===== config.mk =====
export PLATFORM = sky130hd
export DESIGN_NAME = prescaled_multi_counter_flat
export DESIGN_NICKNAME = d
export VERILOG_FILES = /design/src/rtl/prescaled_multi_counter_if.sv /design/src/rtl/prescaled_multi_counter.sv /design/src/flat_wrapper.sv
export SDC_FILE = /design/constraint.sdc
export NUM_CORES = 1
export LEC_CHECK = 0
export ABC_AREA = 1
export CORE_MARGIN = 8
export CORE_UTILIZATION = 57
export DETAILED_ROUTE_END_ITERATION = 6
export GPL_ROUTABILITY_DRIVEN = 0
export HOLD_SLACK_MARGIN = 0.1
export PLACE_DENSITY_LB_ADDON = 0.3
export SLEW_MARGIN = 20
export SYNTH_ARGS = -nofsm -noshare
export SYNTH_HDL_FRONTEND = slang
export SYNTH_SLANG_ARGS = --single-unit

===== constraint.sdc =====
create_clock -name Clk -period 3.4 [get_ports Clk]
set_clock_uncertainty 0.05 [all_clocks]
set_input_delay 0.34 -clock Clk [delete_from_list [all_inputs] [get_ports Clk]]
set_output_delay 0.34 -clock Clk [all_outputs]
set_load 0.02 [all_outputs]

===== src/rtl/prescaled_multi_counter_if.sv =====
// Control/status bundle for prescaled_multi_counter.
// Master drives select, enable and config; slave returns counts and wraps.
interface prescaled_multi_counter_if #(
  parameter int WIDTH    = 64,
  parameter int CHANNELS = 4,
  parameter int DIV_W    = 8
);
  localparam int SEL_W = (CHANNELS > 1) ? $clog2(CHANNELS) : 1;

  logic                      En;
  logic [SEL_W-1:0]          Slt;
  logic                      Clr;
  logic                      Cfg_we;
  logic [SEL_W-1:0]          Cfg_sel;
  logic [DIV_W-1:0]          Cfg_div;
  logic [CHANNELS*WIDTH-1:0] Count;
  logic [CHANNELS-1:0]       Wrap;

  modport master (
    output En, Slt, Clr, Cfg_we, Cfg_sel, Cfg_div,
    input  Count, Wrap
  );

  modport slave (
    input  En, Slt, Clr, Cfg_we, Cfg_sel, Cfg_div,
    output Count, Wrap
  );
endinterface


===== src/rtl/prescaled_multi_counter.sv =====
// Bank of independent event counters, each behind its own
// programmable prescaler, with per-channel wrap pulses.
module prescaled_multi_counter #(
  parameter int WIDTH       = 64,
  parameter int CHANNELS    = 4,
  parameter int DIV_W       = 8,
  parameter int DEFAULT_DIV = 4
) (
  input logic                    Clk,
  input logic                    Reset_n,
  prescaled_multi_counter_if.slave bus
);
  localparam int SEL_W = (CHANNELS > 1) ? $clog2(CHANNELS) : 1;

  for (genvar c = 0; c < CHANNELS; c++) begin : g_ch
    logic [WIDTH-1:0] r_cnt;
    logic [DIV_W-1:0] r_pre;
    logic [DIV_W-1:0] r_div;
    logic             r_wrap;

    logic             w_sel;
    logic             w_cfg;
    logic             w_clr;
    logic             w_step;
    logic [DIV_W-1:0] w_deff;
    logic             w_roll;

    // Out-of-range selects never match any channel index.
    assign w_sel  = (bus.Slt == SEL_W'(c));
    assign w_cfg  = bus.Cfg_we && (bus.Cfg_sel == SEL_W'(c));
    assign w_clr  = w_sel && bus.Clr;
    assign w_step = w_sel && bus.En && !bus.Clr;
    assign w_deff = (r_div == '0) ? DIV_W'(1) : r_div;
    assign w_roll = (r_pre == w_deff - DIV_W'(1));

    always_ff @(posedge Clk) begin
      if (!Reset_n) begin
        r_cnt  <= '0;
        r_pre  <= '0;
        r_div  <= DIV_W'(DEFAULT_DIV);
        r_wrap <= 1'b0;
      end else begin
        r_wrap <= 1'b0;
        if (w_clr) begin
          r_cnt <= '0;
          r_pre <= '0;
        end else if (w_step) begin
          if (w_roll) begin
            r_pre  <= '0;
            r_cnt  <= r_cnt + WIDTH'(1);
            r_wrap <= &r_cnt;
          end else begin
            r_pre <= r_pre + DIV_W'(1);
          end
        end
        // A divisor write restarts the prescale after any step above.
        if (w_cfg) begin
          r_div <= bus.Cfg_div;
          r_pre <= '0;
        end
      end
    end

    assign bus.Count[c*WIDTH +: WIDTH] = r_cnt;
    assign bus.Wrap[c]                 = r_wrap;
  end
endmodule


===== src/flat_wrapper.sv =====
// flat-port wrapper written by rule: the top's interface ports become plain ports
module prescaled_multi_counter_flat 
#(
  parameter int WIDTH       = 64,
  parameter int CHANNELS    = 4,
  parameter int DIV_W       = 8,
  parameter int DEFAULT_DIV = 4
)
  (Clk, Reset_n, bus_En, bus_Slt, bus_Clr, bus_Cfg_we, bus_Cfg_sel, bus_Cfg_div, bus_Count, bus_Wrap);
  prescaled_multi_counter_if #(.WIDTH(WIDTH), .CHANNELS(CHANNELS), .DIV_W(DIV_W)) bus_i ();
  input logic Clk;
  input logic Reset_n;
  input wire logic [$bits(bus_i.En)-1:0] bus_En;
  input wire logic [$bits(bus_i.Slt)-1:0] bus_Slt;
  input wire logic [$bits(bus_i.Clr)-1:0] bus_Clr;
  input wire logic [$bits(bus_i.Cfg_we)-1:0] bus_Cfg_we;
  input wire logic [$bits(bus_i.Cfg_sel)-1:0] bus_Cfg_sel;
  input wire logic [$bits(bus_i.Cfg_div)-1:0] bus_Cfg_div;
  output wire logic [$bits(bus_i.Count)-1:0] bus_Count;
  output wire logic [$bits(bus_i.Wrap)-1:0] bus_Wrap;
  assign bus_i.En = bus_En;
  assign bus_i.Slt = bus_Slt;
  assign bus_i.Clr = bus_Clr;
  assign bus_i.Cfg_we = bus_Cfg_we;
  assign bus_i.Cfg_sel = bus_Cfg_sel;
  assign bus_i.Cfg_div = bus_Cfg_div;
  assign bus_Count = bus_i.Count;
  assign bus_Wrap = bus_i.Wrap;
  prescaled_multi_counter #(.WIDTH(WIDTH), .CHANNELS(CHANNELS), .DIV_W(DIV_W), .DEFAULT_DIV(DEFAULT_DIV)) u_core (.Clk(Clk), .Reset_n(Reset_n), .bus(bus_i));
endmodule

==> results.toml <==
[synth]
ys_seq_area_frac = 0.303
synth_top_cell_by_area = "dfxtp_1"
synthTopCellsByArea = "dfxtp_1, nand2_1, nor2_1"
synth_top_cell_area_share = 0.303
synth_edf_count = 0
synth_cells = 3487
synth_area_um2 = 21400
synth_seq_cells = 324
yosysUniqueCellTypes = 36
synth_area_per_cell_um2 = 6.14
yosysWarnings = 0
async_flop_share = 0
syn_nets = 3516
synth_ff_type = "dfxtp_1"

[worst_setup_path]
worstSetupStartpointType = "flip-flop"
r2r_slack_ns = 0.34
cp.required_ns = 3.83
rr_startpoint = "u_core.g_ch[0].r_div[2]"
timing.rr.end = "u_core.g_ch[0].r_cnt[36]"
r2r_cells = 14
critical_path_class = "reg -> reg"
cp_max_fo = 65
critPathCaptureType = "flip-flop"
crit_arrival_ns = 3.49

[grt]
grt_start_max_net_pins = 66
grt_pass1_vias = 22500
antenna_found_initial = 0
grt-ovfl-total = 0
grtUsageTotal = 0.305
grt_pass1_wl_um = 113000

[timing]
hold_viol_final = 0
tns_ns = 0
rsz0062_at_grt = "no"
fin_crit_sh = 0.899
fin_ws_ns = 0.343
final.min_clock_period_ns = 3.06
final-setup-viol-count = 0
tightestPinTransition_ns = 0.731
slew-limit-headroom = 0.513
slew_violations = 0
fmax_mhz = 327

[power_and_ir_drop]
peakVddDrop_mv = 0.312
power_frac_comb = 0.067
p_int_mw = 6.33
leakage_nw = 8.25
p_seq_frac = 0.454
clkPwrFrac = 0.479
swShare = 0.252
power_density_nw_per_um2 = 330
p_switching_mw = 2.13

[status]
status = "completed"

[clock_network]
clkSinkCount = 324
ctsHtreeMaxLevel = 2
numCtsBuffers = 38
insertion_delay_ns = 0.56
cts_buffer_depth = 3
cts_tree = "done"
cts_hold_buf = 0
cts_setup_buffers = 0
cts-root-buf = "clkbuf_16"
clk_pin_slew_worst_paths_ns = 0.06
cts_resized = 0

[detailed_routing]
drcViolationCount = 0
drtAntennaViolNets = 0
drt_iter0_drc = 2589
wirelength_um = 69800
vias_per_cell = 5.77
first_pass_iters = 7
routedWlPerCell_um = 16.6
detailroute.via_count = 24200

[floorplanning]
die_width_um = 210
core_um2 = 37300
dieArea_um2 = 44000
dieHeight_um = 210
ios = 277
start_util = 0.574
rows = 71

[cells_and_area]
layout_commonest_cell = "nand2_1"
final_cell_mix = "nand2_1, nor2_1, dfxtp_1, a21oi_1, clkdlybuf4s50_1"
fill_cells = 3357
seq_area_um2 = 6490
drive_gt1_frac = 0.0352
area_growth_pct = 19.5
diodes = 0
layout.nets = 3729
multi_input_area_um2 = 13200

[place]
hpwl_um = 51600
preCtsSetupSlack_ns = 0.450
io_buffers = 276

[min_path]
hold_path_class = "reg -> reg"
worst_hold_path.endpoint = "u_core.g_ch[1].r_cnt[31]"
min-delay-start = "u_core.g_ch[1].r_cnt[31]"
worstHoldPathCells = 2

[run]
max_cap_viol_count = 0
[registers in the layout (all words and copies together), names as in the netlist]
register,flops
u_core.g_ch.r_cnt,256
u_core.g_ch.r_div,32
u_core.g_ch.r_pre,32
u_core.g_ch.r_wrap,4
[worst max path at each step]
stage                                       start                  endpoint  slack [ns]  cells after the start
after CTS                 u_core.g_ch[0].r_div[2]  u_core.g_ch[0].r_cnt[36]        0.40                     14
after floorplan           u_core.g_ch[0].r_div[2]   u_core.g_ch[0].r_cnt[5]        1.04                     16
final                     u_core.g_ch[0].r_div[2]  u_core.g_ch[0].r_cnt[36]        0.34                     14
after detailed placement  u_core.g_ch[0].r_div[2]  u_core.g_ch[0].r_cnt[44]        0.45                     14
after global placement    u_core.g_ch[2].r_div[2]     u_core.g_ch[2].r_wrap        0.60                     14
after global routing      u_core.g_ch[0].r_div[2]  u_core.g_ch[0].r_cnt[36]        0.12                     14
[cell families after synthesis]
family	share of synthesized area
fa+ha+maj	0.00701
flops	0.303
simple gates	0.423
compound gates	0.0895
xor+xnor	0.0931
buf+inv	0.0850
[power groups by stage]
stage               registers [mW]  clock network, mW  logic (mW)
finish                        3.84               4.05       0.565
global route                  3.84               4.24       0.620
CTS                           3.84               4.10       0.554
detailed placement            3.92                  0       0.552
global placement              3.92                  0       0.550
floorplan                     3.92                  0       0.418
[layout make-up]
cell class | instances | area share
clock inverter | 8 | 0.00357
inverter | 284 | 0.0416
tap | 474 | 0.0232
multi-input combinational | 2744 | 0.515
timing repair buffer | 308 | 0.119
clock buffer | 58 | 0.0440
sequential | 324 | 0.253
[synth_stat cells, types with 4 or more instances]
cell / instances
clkbuf_1: 62
nor3b_1: 5
inv_2: 7
nor2_2: 10
nand2_1: 1042
nand4_1: 191
a21oi_1: 289
ha_1: 12
xor2_1: 128
a21boi_0: 4
buf_6: 18
buf_2: 30
o21ai_0: 80
nor2_1: 504
dfxtp_1: 324
clkinv_1: 4
inv_1: 273
xnor2_1: 97
buf_1: 5
nand3_1: 263
o211ai_1: 4
nor3_1: 93
buf_4: 20
[worst max-delay path: stages, from the launching register on]
cell	delay, ns
dfxtp_1	0.35
nor2_2	0.13
nand2_1	0.09
nor2_2	0.13
nand2_1	0.14
nand2_1	0.11
inv_1	0.06
ha_1	0.25
xnor2_1	0.18
xor2_1	0.16
nand3_1	0.13
nor2_4	0.12
buf_4	0.59
nand4_1	0.23
a21oi_1	0.22
[through the flow]
step | power (mW) | area, µm² | utilization | hold WS, ns | instances
after floorplan | 4.34 | 21400 | - | 0.407 | 3487
after global placement | 4.47 | 24400 | 0.653 | 0.417 | 4134
after detailed placement | 4.48 | 24400 | 0.653 | 0.428 | 4134
after CTS | 8.49 | 25600 | 0.686 | 0.438 | 4200
after global routing | 8.70 | 25600 | 0.686 | 0.451 | 4200
final | 8.46 | 25600 | 0.686 | 0.435 | 4200
[routing by layer]
| layer | vias up | GRT usage | part of all wire |
|---|---|---|---|
| li1 | 11800 | - | - |
| met1 | 10900 | 0.402 | 0.41 |
| met2 | 1294 | 0.483 | 0.44 |
| met3 | 227 | 0.0632 | 0.11 |
| met4 | 0 | 0.123 | 0.037 |
| met5 | - | 0 | 0 |
Note: power is estimated with default switching activity, not from simulation.
